===== config.mk =====
export PLATFORM = sky130hd
export DESIGN_NAME = shift_unit_iter
export DESIGN_NICKNAME = d
export VERILOG_FILES = /design/src/rtl/shift_pkg.sv /design/src/rtl/shift_step.sv /design/src/rtl/shift_unit_iter.sv
export SDC_FILE = /design/constraint.sdc
export NUM_CORES = 1
export LEC_CHECK = 0
export ABC_CLOCK_PERIOD_IN_PS = 3800
export CAP_MARGIN = 20
export CORE_MARGIN = 4
export CORE_UTILIZATION = 44
export CTS_CLUSTER_DIAMETER = 80
export DETAILED_ROUTE_END_ITERATION = 10
export PLACE_DENSITY = 0.78
export SLEW_MARGIN = 20
export SYNTH_ARGS = -nofsm -noshare
export SYNTH_HDL_FRONTEND = slang
export SYNTH_SLANG_ARGS = --single-unit

===== constraint.sdc =====
create_clock -name clk -period 3.8 [get_ports clk]
set_clock_uncertainty 0.2 [all_clocks]
set_input_delay 0.38 -clock clk [delete_from_list [all_inputs] [get_ports clk]]
set_output_delay 0.38 -clock clk [all_outputs]
set_load 0.05 [all_outputs]

===== src/rtl/shift_pkg.sv =====
// Shared types for the iterative shifter: operation encoding, FSM states and
// the cycle-count helper ceil(shamt/STEP).
package shift_pkg;

  typedef enum logic [1:0] {
    SHIFT_SLL  = 2'b00,
    SHIFT_SRL  = 2'b01,
    SHIFT_SRA  = 2'b10,
    SHIFT_RSVD = 2'b11
  } shift_op_t;

  typedef enum logic [1:0] {
    IDLE  = 2'b00,
    SHIFT = 2'b01,
    DONE  = 2'b10
  } state_t;

  function automatic int step_count(input int shamt, input int step);
    return (shamt + step - 1) / step;
  endfunction

endpackage


===== src/rtl/shift_step.sv =====
// One combinational shift step of 0..STEP bits.
// SRA takes its fill bit from outside so the sign survives across iterations.
module shift_step
  import shift_pkg::*;
#(
  parameter int XLEN    = 32,
  parameter int SHAMT_W = $clog2(XLEN)
) (
  input  shift_op_t          op,
  input  logic [XLEN-1:0]    data,
  input  logic [SHAMT_W:0]   amt,
  input  logic               fill,
  output logic [XLEN-1:0]    shifted
);

  localparam logic [XLEN-1:0] ONES = '1;

  always_comb begin
    shifted = data;
    case (op)
      SHIFT_SLL: shifted = data << amt;
      SHIFT_SRL: shifted = data >> amt;
      // Vacated MSBs take the fill bit rather than the current data MSB.
      SHIFT_SRA: shifted = fill ? ((data >> amt) | ~(ONES >> amt)) : (data >> amt);
      default:   shifted = data;
    endcase
  end

endmodule


===== src/rtl/shift_unit_iter.sv =====
// Iterative multicycle shifter: shifts by up to STEP bits per clock, with
// valid/ready handshakes on request and result sides.
module shift_unit_iter
  import shift_pkg::*;
#(
  parameter int XLEN    = 32,
  parameter int STEP    = 1,
  parameter int SHAMT_W = $clog2(XLEN)
) (
  input  logic               clk,
  input  logic               reset,
  input  logic               in_valid,
  output logic               in_ready,
  input  logic [1:0]         op,
  input  logic [XLEN-1:0]    a,
  input  logic [SHAMT_W-1:0] shamt,
  output logic               out_valid,
  input  logic               out_ready,
  output logic [XLEN-1:0]    result,
  output logic               busy
);

  localparam logic [SHAMT_W:0] STEP_K = (SHAMT_W + 1)'(STEP);

  state_t             state, state_nx;
  logic [XLEN-1:0]    acc, acc_step;
  logic [SHAMT_W-1:0] rem;
  shift_op_t          op_q;
  logic [SHAMT_W:0]   k;
  logic               last;
  logic               accept;

  assign k      = ({1'b0, rem} >= STEP_K) ? STEP_K : {1'b0, rem};
  assign last   = ({1'b0, rem} == k);
  assign accept = in_valid && (state == IDLE);

  shift_step #(
    .XLEN    (XLEN),
    .SHAMT_W (SHAMT_W)
  ) u_step (
    .op      (op_q),
    .data    (acc),
    .amt     (k),
    .fill    (acc[XLEN-1]),
    .shifted (acc_step)
  );

  always_ff @(posedge clk or negedge reset) begin
    if (!reset) state <= IDLE;
    else        state <= state_nx;
  end

  always_comb begin
    state_nx  = state;
    in_ready  = 1'b0;
    out_valid = 1'b0;
    busy      = 1'b1;
    case (state)
      IDLE: begin
        in_ready = 1'b1;
        busy     = 1'b0;
        // Reserved op behaves like a zero shift: straight to DONE.
        if (in_valid)
          state_nx = ((shamt == '0) || (op == SHIFT_RSVD)) ? DONE : SHIFT;
      end
      SHIFT: if (last) state_nx = DONE;
      DONE: begin
        out_valid = 1'b1;
        if (out_ready) state_nx = IDLE;
      end
      default: state_nx = IDLE;
    endcase
  end

  // Datapath: acc/rem/op only load on acceptance, so later input changes are invisible.
  always_ff @(posedge clk) begin
    if (accept) begin
      acc  <= a;
      rem  <= shamt;
      op_q <= shift_op_t'(op);
    end else if (state == SHIFT) begin
      acc <= acc_step;
      rem <= rem - k[SHAMT_W-1:0];
    end
  end

  assign result = (state == DONE) ? acc : '0;

endmodule

==> results of run 1 <==
[layout by cell type (no fill, tap or decap), types with 2 or more instances in the layout]
cell type        count
a211o_1             19
a21oi_1             51
a221o_1             12
and2_1              33
buf_4                8
clkbuf_8             5
clkdlybuf4s50_1     77
clkinv_1             2
dfrtp_1              2
edfxtp_1            39
ha_1                 4
inv_1                9
nand2_1             10
nand3_1             41
nor2_1               9
nor4_1               2
o21ai_0             20
o21ai_1              8
xnor2_1              2
[synthesized netlist by cell type, types with 2 or more instances]
cell | count | area share
a21oi_1 | 51 | 0.091
nand3_1 | 41 | 0.073
edfxtp_1 | 39 | 0.42
and2_1 | 33 | 0.074
o21ai_0 | 20 | 0.036
a211o_1 | 19 | 0.059
buf_2 | 14 | 0.025
a221o_1 | 12 | 0.043
nand2_1 | 10 | 0.013
clkbuf_1 | 9 | 0.012
inv_1 | 9 | 0.012
nor2_1 | 9 | 0.012
o21ai_1 | 8 | 0.014
buf_6 | 5 | 0.020
ha_1 | 4 | 0.018
nor3_1 | 3 | 0.0054
dfrtp_1 | 2 | 0.018
nor4_1 | 2 | 0.0045
xnor2_1 | 2 | 0.0062
[metal layers]
metal	track usage	vias to the layer above	part of all wire
met4	0.0628	0	0.022
met1	0.259	1286	0.43
li1	-	1285	-
met3	0.0357	19	0.077
met2	0.314	137	0.47
met5	0	-	0
[critical path, delay by kind of cell]
family	cells	cell delay, ns
AND/OR/NAND/NOR	2	1.05
AO/OA/AOI/OAI	2	1.03
buffers and inverters	1	0.43
[power by group through the flow]
stage | Combinational (W) | Clock [W] | Sequential, W
after floorplan | 0.00140 | 0 | 0.00101
after global placement | 0.00180 | 0 | 0.00108
after detailed placement | 0.00184 | 0 | 0.00109
after CTS | 0.00184 | 0.000274 | 0.00108
after global routing | 0.00200 | 0.000297 | 0.00112
final | 0.00185 | 0.000273 | 0.00109
[cells by family (layout without fill, tap and decap cells)]
family,Yosys count,in the layout,synth area share
AOI/OAI and AO/OA,117,117,0.263
and+or+nand+nor,106,106,0.203
DFF,41,41,0.436
buffers and inverters,38,103,0.0705
adders and majority gates,4,4,0.0178
xor gates and xnor gates,2,2,0.00625
muxes,1,1,0.00357
[state kept, by name (all words and copies together), names as in the netlist]
register  flops
op_q          2
acc          32
rem           5
state         2
[worst paths after layout]
kind                            slack, ns                   end                  from
max in group asynchronous            3.24  state[0]$_DFFE_PN0P_                 reset
worst max register to register       0.88      acc[7]$_DFFE_PP_  state[1]$_DFFE_PN0P_
worst min register to register       0.43      acc[9]$_DFFE_PP_      acc[9]$_DFFE_PP_
min in group clk                     0.43      acc[9]$_DFFE_PP_      acc[9]$_DFFE_PP_
worst min-delay path                 0.04  state[1]$_DFFE_PN0P_                 reset
worst max-delay path                 0.86      acc[7]$_DFFE_PP_              in_valid
[cell type report]
cell class                      count  area, um2
Sequential cell                    41       1220
Clock buffer                        5       68.8
Clock inverter                      3       12.5
Fill cell                         535       2390
Inverter                           10       37.5
Multi-Input combinational cell    230       1400
Timing Repair Buffer               85        831
Tap cell                           75       93.8
[per-stage QoR]
| stage | power [W] | std cells |
|---|---|---|
| after global placement | 0.00288 | 441 |
| final | 0.00321 | 449 |
| after global routing | 0.00342 | 449 |
| after floorplan | 0.00241 | 309 |
| after detailed placement | 0.00293 | 441 |
| after CTS | 0.00320 | 449 |
==> flow_metrics.tcl, run 1 <==
set metrics [dict create \
    status "finished, final reports clean" \
    via_per_inst 6.07 \
    cpPeakStageDelay_ns 0.76 \
    worst_slew_pin_slew_ns 0.867 \
    worstPathRequired_ns 3.75 \
    max-cap-violations 0 \
    clk_pin_slew_worst_paths_ns 0.08 \
    firstDrtPassIters 5 \
    yosys.cell_types.count 36 \
    setup_violations 0 \
    dr_total_vias 2727 \
    yosysSeqAreaShare 0.436 \
    final_util 0.605 \
    ys_seq_elements 41 \
    period_share 0.774 \
    fmax_mhz 340 \
    cts_max_path_buffers 2 \
    p_clk_frac 0.085 \
    cts_num_sinks 41 \
    die_w_um 87.8 \
    path_class "input port to flip-flop" \
    num_rows 28 \
    ctsRootBufferMaster "clkbuf_8" \
    pwr-share-seq 0.339 \
    post-cts-setup-buffers 0 \
    grt_max_degree 45 \
    post_drt_wl_per_cell_um 16.6 \
    first_global_vias 2561 \
    reg2regPathDepth 4 \
    placed_area_um2 3580 \
    grt.overflow.total 0 \
    antenna_left 0 \
    grt_util_all_layers 0.192 \
    crit_path_max_fanout 26 \
    async_reset_ff_frac 0.0488 \
    syn_inst 309 \
    sw_frac_of_total 0.479 \
    synth_nets 356 \
    netSwitchingPower_w 0.00154 \
    drt_iter0_markers 265 \
    drive_above_1_share 0.0535 \
    port_buffers 77 \
    wl_mm 7.47 \
    tritoncts "done" \
    stdcell_area_um2 3670 \
    die_area_um2 7710 \
    drc 0 \
    post-dp-hpwl_mm 5.34 \
    grt_pass1_wl_mm 11.8 \
    arrival_ns 2.90 \
    synth_edf_count 39 \
    max_slew_margin 0.422 \
    synth_ff_type "edfxtp_1" \
    cts-htree-levels 2 \
    avgSynthCellArea_um2 9.07 \
    numCtsBuffers 5 \
    layout_setup_ws_ns 0.859 \
    yosysWarningCount 0 \
    slowest_stage "a21oi_1" \
    rsz0062_at_grt "no" \
    path_cells "clkdlybuf4s50_1 -> or3b_1 -> nand2_2 -> a21oi_1 -> a221o_1" \
    fin_crit_ns 2.94 \
    die_h_um 87.8 \
    cp-end-kind "flip-flop" \
    io_pins 78 \
    hold_buffers 0 \
    power_leakage_nw 1.37 \
    diodes 0 \
    internal-power_w 0.00167 \
    whs_ns 0.0447 \
    peakVddDrop_mv 0.416 \
    power.density_nw_per_um2 875 \
    hp-class "input port to asynchronous set/reset pin" \
    gp_congestion 0.912 \
    grt_antenna_before_repair 0 \
    worstSetupStartpointType "input port" \
    pre_cts_slack_ns 0.601 \
    hold_viol 0 \
    start_util 0.463 \
    synthesis.area_um2 2800 \
    final.setup.tns_ns 0 \
    slew_viol_final 0 \
    combPwrFrac 0.575 \
    clock_latency_ns 0.29 \
    syn_to_final_growth_pct 30.7 \
    coreArea_um2 6060 \
    nets 420 \
    cts_resized 0 \
]
No activity file was read; power rests on OpenSTA's default activity.
==> run 2: changes to the inputs <==
ABC_CLOCK_PERIOD_IN_PS = 2400   (was 3800)
clock period = 2.4 ns   (was 3.8 ns; I/O delays follow)
==> run 2 against run 1 <==
Compared with the run above:
- sequential cell count stayed put
- non-clock buffer count is 13 higher
- via count is 2.8% higher
- clock-buffer cell count is 1 higher
- design area is 14% higher
- routed wire length is 6.9% higher
- total power is 81% higher
- cell count is 2.9% higher
==> flow_metrics.tcl, run 2 (synthesis results as in run 1) <==
set metrics [dict create \
    fin_total_pwr_w 0.00579 \
    max_slew_margin 0.466 \
    num_rows 28 \
    grt_max_degree 27 \
    layout_commonest_cell "a21oi_1" \
    multi_input_area_um2 1420 \
    reg2regPathDepth 4 \
    drive_above_1_share 0.178 \
    firstDrtPassIters 5 \
    arrival_ns 1.81 \
    dr_total_vias 2802 \
    status "finished, final reports clean" \
    syn_to_final_growth_pct 48.9 \
    drt_iter0_markers 357 \
    hold_viol 0 \
    antenna_left 0 \
    power_leakage_nw 1.62 \
    setup_violations 0 \
    io_pins 78 \
    r2r-start "rem[3]$_DFFE_PN_" \
    final_util 0.689 \
    path_class "flip-flop to output pin" \
    clock_latency_ns 0.29 \
    drc 0 \
    cts_num_sinks 41 \
    max-cap-violations 0 \
    cts-htree-levels 2 \
    tritoncts "done" \
    gp_congestion 0.886 \
    fmax_mhz 444 \
    crit_path_max_fanout 7 \
    post-cts-setup-buffers 0 \
    fin_crit_ns 2.25 \
    cpPeakStageDelay_ns 0.82 \
    power.density_nw_per_um2 1390 \
    die_h_um 87.8 \
    post-dp-hpwl_mm 5.71 \
    slew_viol_final 0 \
    start_util 0.463 \
    die_w_um 87.8 \
    path_cells "buf_4 -> nor2_1 -> clkdlybuf4s50_1" \
    period_share 0.938 \
    die_area_um2 7710 \
    worstPathRequired_ns 1.96 \
    grt_pass1_wl_mm 13.0 \
    hold_depth 1 \
    wl_mm 7.99 \
    largest_reg_flops 32 \
    top_register "acc" \
    first_global_vias 2685 \
    largestRegisters "acc (32), rem (5)" \
    coreArea_um2 6060 \
    r2r_slack_ns 0.18 \
    seqCellArea_um2 1220 \
    hp-class "input port to flip-flop" \
    diodes 0 \
    numCtsBuffers 5 \
    grt_util_all_layers 0.214 \
    cp-end-kind "output pin" \
    final_cell_mix "50 x a21oi_1, 44 x clkdlybuf4s50_1, 41 x nand3_1, 39 x edfxtp_1, 35 x buf_12" \
    peakVddDrop_mv 0.907 \
    cts_max_path_buffers 2 \
    nets 433 \
    post_drt_wl_per_cell_um 17.3 \
    grt_antenna_before_repair 0 \
    via_per_inst 6.06 \
    ctsRootBufferMaster "clkbuf_8" \
    rsz0062_at_grt "no" \
    r2r-end "acc[1]$_DFFE_PP_" \
    worst_slew_pin_slew_ns 0.802 \
    hold_start "op[0]" \
    n_fill_cell 467 \
    port_buffers 77 \
    worstSetupStartpointType "flip-flop" \
    clk_pin_slew_worst_paths_ns 0.07 \
    slowest_stage "clkdlybuf4s50_1" \
    hold_end "op_q[0]$_DFFE_PP_" \
    grt.overflow.total 0 \
]
==> run 2: repair_timing <==
| action | in CTS | in global routing |
|---|---|---|
| setup endpoints to repair | 0 | 13 |
| endpoints found under the hold margin | 2 | 0 |
| hold buffers | 1 | 0 |
| gates resized for setup | 0 | 2 |
==> run 2: cell type report <==
cell class | count | share of cell area
Clock buffer | 6 | 0.0174
Clock inverter | 2 | 0.00809
Inverter | 10 | 0.0102
Multi-Input combinational cell | 230 | 0.341
Sequential cell | 41 | 0.293
Tap cell | 75 | 0.0225
Timing Repair Buffer | 98 | 0.308
==> run 2: power by group <==
part	leakage (nW)	switching, W	total, W	internal (W)
sequential	0.403	0.000338	0.00171	0.00137
clock	0.0528	0.000248	0.000555	0.000307
combinational	1.16	0.00200	0.00353	0.00153
==> run 2: how the worst max path moves through the flow <==
stage / startpoint / endpoint / slack (ns) / cells past startpoint
4_1_cts: op_q[0]$_DFFE_PP_ / acc[29]$_DFFE_PP_ / 0.009 / 6
3_5_place_dp: in_valid / acc[29]$_DFFE_PP_ / -0.08 / 5
2_1_floorplan: state[1]$_DFFE_PN0P_ / acc[30]$_DFFE_PP_ / -0.31 / 6
5_1_grt: rem[1]$_DFFE_PN_ / state[0]$_DFFE_PN0P_ / 0.03 / 8
6_report: state[1]$_DFFE_PN0P_ / in_ready / 0.15 / 3
3_3_place_gp: in_valid / acc[13]$_DFFE_PP_ / -0.03 / 5
==> run 2: layer usage <==
| metal | share of wire | track usage |
|---|---|---|
| met1 | 0.40 | 0.271 |
| met2 | 0.50 | 0.368 |
| met3 | 0.081 | 0.0423 |
| met4 | 0.023 | 0.0642 |
| met5 | 0 | 0 |
==> run 2: through the flow <==
step	hold slack (ns)	cells	cell area [um2]	worst slack [ns]	setup TNS (ns)
finish	0.337	462	4180	0.149	0
global route	0.334	462	4180	0.0304	0
CTS	0.333	462	4170	0.00934	0
detailed placement	0.212	453	4060	-0.0762	-0.783
global placement	0.211	453	4060	-0.0325	-0.340
floorplan	-0.256	309	2840	-0.307	-3.23
==> run 2: critical path: cells and delay by family (launching register included) <==
kind | cells | cell delay [ns]
and+or+nand+nor | 1 | 0.13
DFF | 1 | 0.40
buffers and inverters | 2 | 0.98
==> run 3: changes to the inputs <==
CTS_BUF_LIST = sky130_fd_sc_hd__clkbuf_16   (was default)
==> run 3 against run 2 <==
Compared with the run above:
- worst hold slack improved by 0.015 ns
- global-route usage shrank 0.26 points
- utilization increased by 0.93 points
- first-iteration DRC count down 0.56%
- critical path depth unchanged
- die area unchanged
- highest routed layer unchanged
==> flow_metrics.tcl, run 3 (synthesis results as in run 1) <==
set metrics [dict create \
    status "finished, final reports clean" \
    startpoint "state[1]$_DFFE_PN0P_" \
    hold_viol 0 \
    seqCellArea_um2 1220 \
    multi_input_area_um2 1420 \
    combPwrFrac 0.589 \
    path_buf_inv 2 \
    r2r-start "rem[1]$_DFFE_PN_" \
    tritoncts "done" \
    power.density_nw_per_um2 1420 \
    die_area_um2 7710 \
    arrival_ns 1.79 \
    final_cell_mix "50 x a21oi_1, 44 x clkdlybuf4s50_1, 41 x nand3_1, 39 x edfxtp_1, 35 x buf_12" \
    start_util 0.463 \
    fin_total_pwr_w 0.00601 \
    period_share 0.928 \
    worst_slew_pin_slew_ns 0.768 \
    path_class "flip-flop to output pin" \
    rsz0062_at_grt "no" \
    n_fill_cell 456 \
    drc 0 \
    reg2regPathDepth 8 \
    clk_pin_slew_worst_paths_ns 0.06 \
    numCtsBuffers 5 \
    slew_viol_final 0 \
    layout_commonest_cell "a21oi_1" \
    largest_reg_flops 32 \
    sw_frac_of_total 0.437 \
    post-cts-setup-buffers 0 \
    firstDrtPassIters 5 \
    fin_crit_ns 2.23 \
    gp_congestion 0.886 \
    worstPathRequired_ns 1.96 \
    max-cap-violations 0 \
    r2r_slack_ns 0.18 \
    cts_max_path_buffers 2 \
    r2r-end "state[0]$_DFFE_PN0P_" \
    cpPeakStageDelay_ns 0.82 \
    power_leakage_nw 1.65 \
    drive_above_1_share 0.178 \
    cts-htree-levels 2 \
    post_drt_wl_per_cell_um 17.4 \
    critical_path_depth 3 \
    worstSetupStartpointType "flip-flop" \
    first_global_vias 2702 \
    max_slew_margin 0.488 \
    grt_util_all_layers 0.211 \
    setup_violations 0 \
    via_per_inst 6.12 \
    coreArea_um2 6060 \
    cp_top_family "buffers and inverters" \
    antenna_left 0 \
    grt.overflow.total 0 \
    fmax_mhz 449 \
    layout_setup_ws_ns 0.173 \
    final_util 0.698 \
    pwr-share-seq 0.286 \
    path_cells "buf_4 -> nor2_1 -> clkdlybuf4s50_1" \
    critPathCapture "in_ready" \
    drt_iter0_markers 355 \
    num_rows 28 \
    grt_antenna_before_repair 0 \
    die_h_um 87.8 \
    crit_path_max_fanout 7 \
    hp-class "input port to flip-flop" \
    grt_pass1_wl_mm 13.0 \
    largestRegisters "acc (32), rem (5)" \
    clock_latency_ns 0.28 \
    grt_max_degree 27 \
    netSwitchingPower_w 0.00263 \
    port_buffers 77 \
    slowest_stage "clkdlybuf4s50_1" \
    dr_total_vias 2828 \
    cts_num_sinks 41 \
    p_clk_frac 0.125 \
    internal-power_w 0.00338 \
    io_pins 78 \
    die_w_um 87.8 \
    ctsRootBufferMaster "clkbuf_16" \
    peakVddDrop_mv 0.954 \
    nets 433 \
    diodes 0 \
    pre_cts_slack_ns -0.0762 \
    cp-end-kind "output pin" \
    post-dp-hpwl_mm 5.71 \
    wl_mm 8.06 \
    syn_to_final_growth_pct 50.9 \
    top_register "acc" \
]
run 3: cell count changes in the layout (fill, tap and decap cells not counted):
cell | before | now
clkbuf_16 | 0 | 5
inv_1 | 9 | 10
clkbuf_8 | 5 | 0
clkbuf_1 | 1 | 0
run 3: repair_timing:
action                                 4_1_cts  5_1_grt
endpoints found under the hold margin        2        0
setup endpoints to repair                    0       13
resized for setup                            0        2
hold buffers                                 1        0
run 3: cell type report:
cell class                      count  share of cell area
Inverter                           10              0.0101
Tap cell                           75              0.0222
Clock buffer                        5              0.0296
Timing Repair Buffer               98               0.304
Multi-Input combinational cell    230               0.336
Clock inverter                      3             0.00887
Sequential cell                    41               0.289
run 3: worst min path at each step:
stage	end	cells after the start	startpoint
3_5_place_dp	state[0]$_DFFE_PN0P_	1	reset
5_1_grt	op_q[0]$_DFFE_PP_	1	op[0]
4_1_cts	op_q[0]$_DFFE_PP_	1	op[0]
6_report	op_q[0]$_DFFE_PP_	1	op[0]
2_1_floorplan	state[0]$_DFFE_PN0P_	0	reset
3_3_place_gp	state[0]$_DFFE_PN0P_	1	reset
run 3: power by group through the flow:
stage / clock network, W / logic, W / registers [W]
2_1_floorplan: 0 / 0.00226 / 0.00159
5_1_grt: 0.000799 / 0.00379 / 0.00177
4_1_cts: 0.000753 / 0.00352 / 0.00171
3_5_place_dp: 0 / 0.00350 / 0.00172
3_3_place_gp: 0 / 0.00343 / 0.00170
6_report: 0.000751 / 0.00354 / 0.00172
run 3: worst reg2reg max path: stages (launching register included):
cell and delay, ns:
edfxtp_1 0.45, nor3_2 0.23, nand2_1 0.18, nand2b_1 0.16, ha_1 0.20, inv_1 0.05
o311ai_1 0.32, nand3_1 0.14, and2_1 0.18
run 3: per-stage QoR:
step	area (um2)	hold slack (ns)	cells	TNS (ns)
2_1_floorplan	2840	-0.256	309	-3.23
3_3_place_gp	4060	0.211	453	-0.340
3_5_place_dp	4060	0.212	453	-0.783
4_1_cts	4230	0.350	462	0
5_1_grt	4230	0.360	462	0
6_report	4230	0.352	462	0
run 3: per-layer routing:
layer  GRT usage  part of all wire
met1       0.273              0.41
met2       0.366              0.50
met3      0.0348             0.076
met5           0                 0
met4      0.0572             0.017
